`src/rtl/sample_sum_accumulator_pkg.sv`:
```
// Shared constants for the sample sum accumulator: state encoding and saturation value.
package sample_sum_accumulator_pkg;

  localparam int unsigned ADDER_W = 32;

  typedef enum logic [1:0] {
    ST_IDLE  = 2'd0,
    ST_ACCUM = 2'd1,
    ST_HOLD  = 2'd2
  } state_e;

  localparam logic [ADDER_W-1:0] SAT_MAX = {ADDER_W{1'b1}};

endpackage

```
`src/rtl/Adder_32.sv`:
```
// Team 32-bit unsigned adder: produces sum S and carry-out C of A+B.
module Adder_32 (
  input  logic [31:0] a,
  input  logic [31:0] b,
  output logic [31:0] s,
  output logic        c
);

  // Full-width add with carry-out in the extra bit
  always_comb begin
    {c, s} = 33'(a) + 33'(b);
  end

endmodule

```
`src/rtl/sample_sum_accumulator.sv`:
```
// Accumulates N unsigned samples with saturation and presents the total via valid/ready.
module sample_sum_accumulator
  import sample_sum_accumulator_pkg::*;
#(
  parameter int unsigned DATA_W = 32,
  parameter int unsigned CNT_W  = 16
) (
  input  logic              clk,
  input  logic              rst,
  input  logic              start,
  input  logic [CNT_W-1:0]  num_samples,
  input  logic              in_valid,
  input  logic [DATA_W-1:0] in_data,
  output logic              in_ready,
  output logic              out_valid,
  input  logic              out_ready,
  output logic [DATA_W-1:0] out_sum,
  output logic              out_ovf,
  output logic [CNT_W-1:0]  out_count,
  output logic              busy
);

  state_e              state_q, state_d;
  logic [DATA_W-1:0]   acc_q, acc_d;
  logic                ovf_q, ovf_d;
  logic [CNT_W-1:0]    cnt_q, cnt_d;
  logic [CNT_W-1:0]    n_lat_q, n_lat_d;
  logic                in_ready_q, in_ready_d;
  logic                out_valid_q, out_valid_d;
  logic [DATA_W-1:0]   out_sum_q, out_sum_d;
  logic                out_ovf_q, out_ovf_d;
  logic [CNT_W-1:0]    out_count_q, out_count_d;
  logic                busy_q, busy_d;

  logic [DATA_W-1:0]   add_s;
  logic                add_c;
  logic                accept;

  // Sum/carry path: A is the running sum, B the incoming sample
  Adder_32 u_adder (
    .a (acc_q),
    .b (in_data),
    .s (add_s),
    .c (add_c)
  );

  assign accept = in_valid && in_ready_q;

  // Next-state, datapath and registered-output computation
  always_comb begin
    state_d     = state_q;
    acc_d       = acc_q;
    ovf_d       = ovf_q;
    cnt_d       = cnt_q;
    n_lat_d     = n_lat_q;
    out_sum_d   = out_sum_q;
    out_ovf_d   = out_ovf_q;
    out_count_d = out_count_q;

    case (state_q)
      ST_IDLE: begin
        if (start) begin
          n_lat_d = num_samples;
          acc_d   = '0;
          ovf_d   = 1'b0;
          cnt_d   = '0;
          state_d = (num_samples == '0) ? ST_HOLD : ST_ACCUM;
        end
      end
      ST_ACCUM: begin
        if (accept) begin
          // Once saturated, stay pinned at all-ones; carry is never folded into the sum
          if (ovf_q || add_c) begin
            acc_d = SAT_MAX;
            ovf_d = 1'b1;
          end else begin
            acc_d = add_s;
          end
          cnt_d = cnt_q + CNT_W'(1);
          // Comparison ends accumulation before cnt can wrap, even for N = 2^CNT_W-1
          if (cnt_d == n_lat_q) begin
            state_d = ST_HOLD;
          end
        end
      end
      ST_HOLD: begin
        if (out_ready) begin
          state_d = ST_IDLE;
        end
      end
      default: begin
        state_d = ST_IDLE;
      end
    endcase

    // Capture the result once on entry to HOLD so it is stable for the handshake
    if (state_d == ST_HOLD && state_q != ST_HOLD) begin
      out_sum_d   = acc_d;
      out_ovf_d   = ovf_d;
      out_count_d = cnt_d;
    end

    in_ready_d  = (state_d == ST_ACCUM);
    out_valid_d = (state_d == ST_HOLD);
    busy_d      = (state_d != ST_IDLE);
  end

  // State and output registers with synchronous active-high reset
  always_ff @(posedge clk) begin
    if (rst) begin
      state_q     <= ST_IDLE;
      acc_q       <= '0;
      ovf_q       <= 1'b0;
      cnt_q       <= '0;
      n_lat_q     <= '0;
      in_ready_q  <= 1'b0;
      out_valid_q <= 1'b0;
      out_sum_q   <= '0;
      out_ovf_q   <= 1'b0;
      out_count_q <= '0;
      busy_q      <= 1'b0;
    end else begin
      state_q     <= state_d;
      acc_q       <= acc_d;
      ovf_q       <= ovf_d;
      cnt_q       <= cnt_d;
      n_lat_q     <= n_lat_d;
      in_ready_q  <= in_ready_d;
      out_valid_q <= out_valid_d;
      out_sum_q   <= out_sum_d;
      out_ovf_q   <= out_ovf_d;
      out_count_q <= out_count_d;
      busy_q      <= busy_d;
    end
  end

  assign in_ready  = in_ready_q;
  assign out_valid = out_valid_q;
  assign out_sum   = out_sum_q;
  assign out_ovf   = out_ovf_q;
  assign out_count = out_count_q;
  assign busy      = busy_q;

endmodule

```
`config.mk`:
```
export PLATFORM = sky130hd
export DESIGN_NAME = sample_sum_accumulator
export DESIGN_NICKNAME = d
export VERILOG_FILES = /design/src/rtl/sample_sum_accumulator_pkg.sv /design/src/rtl/Adder_32.sv /design/src/rtl/sample_sum_accumulator.sv
export SDC_FILE = /design/constraint.sdc
export NUM_CORES = 1
export LEC_CHECK = 0
export ABC_AREA = 1
export CORE_AREA = 2 2 132 121
export CTS_BUF_LIST = sky130_fd_sc_hd__clkbuf_16
export DETAILED_ROUTE_END_ITERATION = 7
export DIE_AREA = 0 0 134 123
export PLACE_DENSITY = 0.77
export SETUP_SLACK_MARGIN = 0.05
export SLEW_MARGIN = 0
export SYNTH_ARGS = -nofsm -noshare
export SYNTH_HDL_FRONTEND = slang
export SYNTH_SLANG_ARGS = --single-unit
```
`constraint.sdc`:
```
create_clock -name clk -period 2.65 [get_ports clk]
set_input_delay 0.53 -clock clk [delete_from_list [all_inputs] [get_ports clk]]
set_output_delay 0.53 -clock clk [all_outputs]
set_load 0.005 [all_outputs]
```
# Word-level counts from Yosys, hierarchy flattened
# Index checks and enable logic that the tools add are counted.
# op_classes
add_sub_neg	2
n_eq_ne	6
n_mux	17
n_reduce_logical	7
# op_table
operator	count
$mux W32	3
$pmux W32 S2	1
$add A32 B32 Y33	1
$mux W16	2
$pmux W16 S2	1
$add A16 B1 Y16 const B	1
$eq A16 B16 Y1	1
$logic_not A16 Y1	1
$mux W2	5
$pmux W2 S3	1
$eq A2 B1 Y1 const B	2
$eq A2 B2 Y1 const B	2
$mux W1	3
$logic_and A1 B1 Y1	2
$logic_not A2 Y1	1
$ne A2 B2 Y1 const B	1
$pmux W1 S2	1
$reduce_and A2 Y1	1
$reduce_bool A2 Y1	1
$logic_or A1 B1 Y1	1
# word_totals
ff_bits	119
inputBits	53
out_inout_bits	52
word_cells	43

# Longest topological paths before layout
# logic_depth
ltp_word	7
mapped_depth	18
ltp_nobuf	17

# Modules after synthesis
# From an unflattened synthesis, not the netlist that was laid out.
# hier_totals
hier_cells	1292
area_unflattened_um2	8003.9
# modules_own_cells
module	instances	cells_per_inst	area_per_inst_um2	seq_area_each_um2
sample_sum_accumulator	1	787	5580.4	2382.3
Adder_32	1	505	2423.6	0.0

# Worst setup path after synthesis
# No wires, ideal clock.
# synth_path
path_type	in2reg
startpoint	input port in_data[0]
endpoint	register out_sum_q[17], in the netlist out_sum[17]
setup_time_ns	0.113
arrival_ns	2.426
t_required_ns	2.537
slack_ns	0.111
cell_stages	14
n_path_buf	1
cell_sequence	ha_1 > fa_1 > nand3_1 > nand2_1 > a21o_1 > nand2_1 > nand3_1 > a21oi_1 > clkbuf_1 > nand3_1 > nand2_1 > nand2_1 > nor2_1 > nor2_1
# synth_between
elab_chain_len	5
# synth_lines
item	line	rtl
start: declaration	sample_sum_accumulator.sv:13	input logic [DATA_W-1:0] in_data,
$add A32 B32 Y33 *	Adder_32.sv:11	{c, s} = 33'(a) + 33'(b);
$logic_or A1 B1 Y1	sample_sum_accumulator.sv:73	if (ovf_q || add_c) begin
$mux W32 *	sample_sum_accumulator.sv:73	
$mux W32 *	sample_sum_accumulator.sv:71	if (accept) begin
$pmux W32 S2 *	sample_sum_accumulator.sv:60	case (state_q)
end signal: assignment	sample_sum_accumulator.sv:130	out_sum_q <= out_sum_d;
end: declaration	sample_sum_accumulator.sv:30	logic [DATA_W-1:0] out_sum_q, out_sum_d;
# Mark *: on every way between the ends. The rest lies on a longest branch, timed or not.
# A chain may end at the register's enable or synchronous reset.

# Worst setup path after layout
# layout_path
startpoint	input port in_data[23]
endpoint	register out_sum_q[2], in the netlist out_sum[2]
# layout_between
elab_chain_len	5
# layout_lines
item	line
$add A32 B32 Y33	Adder_32.sv:11
$logic_or A1 B1 Y1	sample_sum_accumulator.sv:73
$mux W32	sample_sum_accumulator.sv:73
$mux W32	sample_sum_accumulator.sv:71
$pmux W32 S2	sample_sum_accumulator.sv:60
# Every way passes these cells.

==> metrics.yaml <==
floorplan:
  fp.dieH_um: 123
  die_x_um: 134
  num_rows: 43
  core_area_mm2: 0.0151
  die_area_mm2: 0.0165
  ioPinCount: 105
  initial_core_util_pct: 50.4
global_routing:
  grt_pass1_vias: 8012
  antenna_found_initial: 0
  grt_pass1_wl_um: 39300
  track_usage_pct: 30.3
  grt_max_degree: 54
  gr-total-overflow: 0
routing:
  routed_via_density: 5.31
  ant_nets: 0
  wl_per_cell_um: 16.1
  wl_um: 27000
  drtIter0Drc: 707
  drc: 0
  vias: 8913
  dr.pass1.iters: 5
hold_path:
  min_path_type: "flop to flop"
timing:
  skew_ns: 0.00781
  max_freq_mhz: 389
  worst_pin_slew_ns: 0.656
  drv_slew: 0
  relSlewSlack_pct: 56.2
  post-route-period-util_pct: 97.0
  hold_viol_final: 0
  min_period_ns: 2.57
  setup_viol: 0
  rsz0062_at_grt: "true"
placement:
  dpl.hpwl_um: 17700
  io_buffers: 104
  gp_congestion: 0.947
clock_tree:
  clock-sinks: 119
  cts_buffers: 17
  clockRootBuffer: "clkbuf_16"
  cts_tree: "built"
  clock_latency_ns: 0.43
  clk_pin_slew_ns: 0.06
  cts_max_level: 4
  cts.path.max_buffers: 2
power_and_ir_drop:
  irDropWorstVdd_mv: 0.506
  power.leakage_uw: 0.00517
  power.total_uw: 5080
  power_density_mw_per_mm2: 464
critical_path:
  critical_path_arrival_ns: 2.93
  path_cells: "clkdlybuf4s50_1 > ha_1 > nand2_1 > nor2_2 > nand2_1 > nor4_2 > nand2_2 > nand3_4 > nand2_4 > nand2_4 > buf_12 > o21ai_4 > nand2_1 > nor2_2 > nor2_1"
  reg2reg_slack_ns: 0.10
  cp_slowest_cell: "clkdlybuf4s50_1"
  path_class: "input port to flop"
  crit_fanout: 11
  required_ns: 3.01
  cp-start-kind: "input port"
  crit_top_cell: "nand2_1"
  worst_setup_path_end_kind: "flop"
  slowest_delay_ns: 0.40
synth:
  syn-mean-instance-area_um2: 6.08
  yosysMostFrequentCell: "nand2_1"
  synthTopCellsByArea: "dfxtp_1 (31%), nand2_1 (18%), nor2_1 (12%)"
  ys_seq_area_share_pct: 31.3
  synthFlopType: "dfxtp_1"
  synth_area_leader_cell: "dfxtp_1"
  netlist.area_leader.share_pct: 31.3
  synth_async_sr_flop_share_pct: 0
  synth_cells: 1252
  synth_edf_count: 0
  synth_area_mm2: 0.00762
  yosysWarnings: 0
  synthTopCellsByCount: "nand2_1 (356), nor2_1 (235), inv_1 (138), dfxtp_1 (119), a21oi_1 (97)"
  synth_cell_types: 37
  ys_ff_latch: 119
  syn_nets: 1339
run_status:
  status: "finished, final reports clean"
final_layout:
  nets: 1550
  final_core_util_pct: 72.4
  antenna_cells: 0
  drive_above_1_share_pct: 17.1
  syn_to_final_growth_pct: 43.6
job:
  maxCapViolCount: 0
repair_timing:
action / in CTS / in global routing
hold buffers: 0 / 0
pin swaps: 1 / 32
cloned: 1 / 10
resized for setup: 31 / 109
setup endpoints to repair: 53 / 85
buffers inserted: 0 / 9
endpoints found under the hold margin: 0 / 0
placed cells by master (no fill, tap or decap), types with 6 or more instances in the layout:
cell	instances
ha_1	29
nand2_1	333
clkbuf_16	24
xor2_1	17
nor2_2	22
a21oi_1	91
o22ai_1	9
o21ai_2	12
dfxtp_1	116
buf_4	111
nand4_1	20
nand2_4	10
nor2_4	6
o21ai_0	34
nor3_1	6
a22oi_1	8
nor4_1	7
buf_6	6
o21ai_1	19
nand3_1	49
nand3b_1	10
clkdlybuf4s50_1	102
nand2_2	14
nor2_1	213
inv_1	138
per-stage QoR:
stage	area [um2]	std cells	setup TNS [ns]	setup slack [ns]	hold WS (ns)
after floorplan	7620	1252	0	0.111	0.444
after global routing	10900	1678	-0.285	-0.0665	0.516
final	10900	1678	0	0.0785	0.478
after global placement	9600	1626	-21.70	-0.409	0.461
after detailed placement	9600	1626	-26.66	-0.522	0.469
after CTS	10300	1659	0	0.0763	0.480
registers in the layout, indices dropped and copies added (netlist names):
signal	cells
ovf_q	1
busy	1
state_q	2
out_valid	1
out_sum	32
cnt_q	16
acc_q	32
out_ovf	1
out_count	16
in_ready	1
n_lat_q	16
logic make-up (layout without fill, tap and decap cells):
| family | Yosys count | count (layout) | share of synthesized area, % |
|---|---|---|---|
| buffers and inverters | 182 | 406 | 9.30 |
| adder cells (fa/ha/maj) | 34 | 34 | 5.68 |
| AO/OA/AOI/OAI | 193 | 193 | 13.5 |
| XOR/XNOR | 22 | 22 | 2.53 |
| flip-flops | 119 | 119 | 31.3 |
| AND/OR/NAND/NOR | 702 | 702 | 37.7 |
critical path, delay by kind of cell:
kind            cells  cell delay [ns]
simple gates       11             1.37
buf+inv             2             0.58
fa+ha+maj           1             0.38
compound gates      1             0.07
report_power, final:
group | internal, uW | switching [uW] | total, uW
registers | 1820 | 24.2 | 1840
clock network | 1670 | 923 | 2600
logic | 278 | 359 | 637
total | 3770 | 1310 | 5080
layer usage:
metal | vias up | wire, um | track usage, %
met5 | - | 0 | 0
met4 | 0 | 779 | 10.3
met3 | 54 | 2090 | 5.13
met2 | 374 | 12400 | 49.9
met1 | 4059 | 11800 | 40.6
li1 | 4426 | - | -
area by class of cell:
class	instances	area [um2]
Fill cell	1259	4180
Tap cell	202	253
Clock buffer	17	425
Inverter	141	529
Multi-Input combinational cell	951	4900
Sequential cell	119	2390
Timing Repair Buffer	233	2210
Clock inverter	15	228
worst paths after layout:
kind / startpoint / endpoint / cells after the start
worst max-delay path: in_data[23] / out_sum[2] / 15
worst min-delay path: n_lat_q[15] / n_lat_q[15] / 2
worst max register to register: cnt_q[1] / out_count[0] / 20
worst min register to register: n_lat_q[15] / n_lat_q[15] / 2
Note: power is estimated with default switching activity, not from simulation.
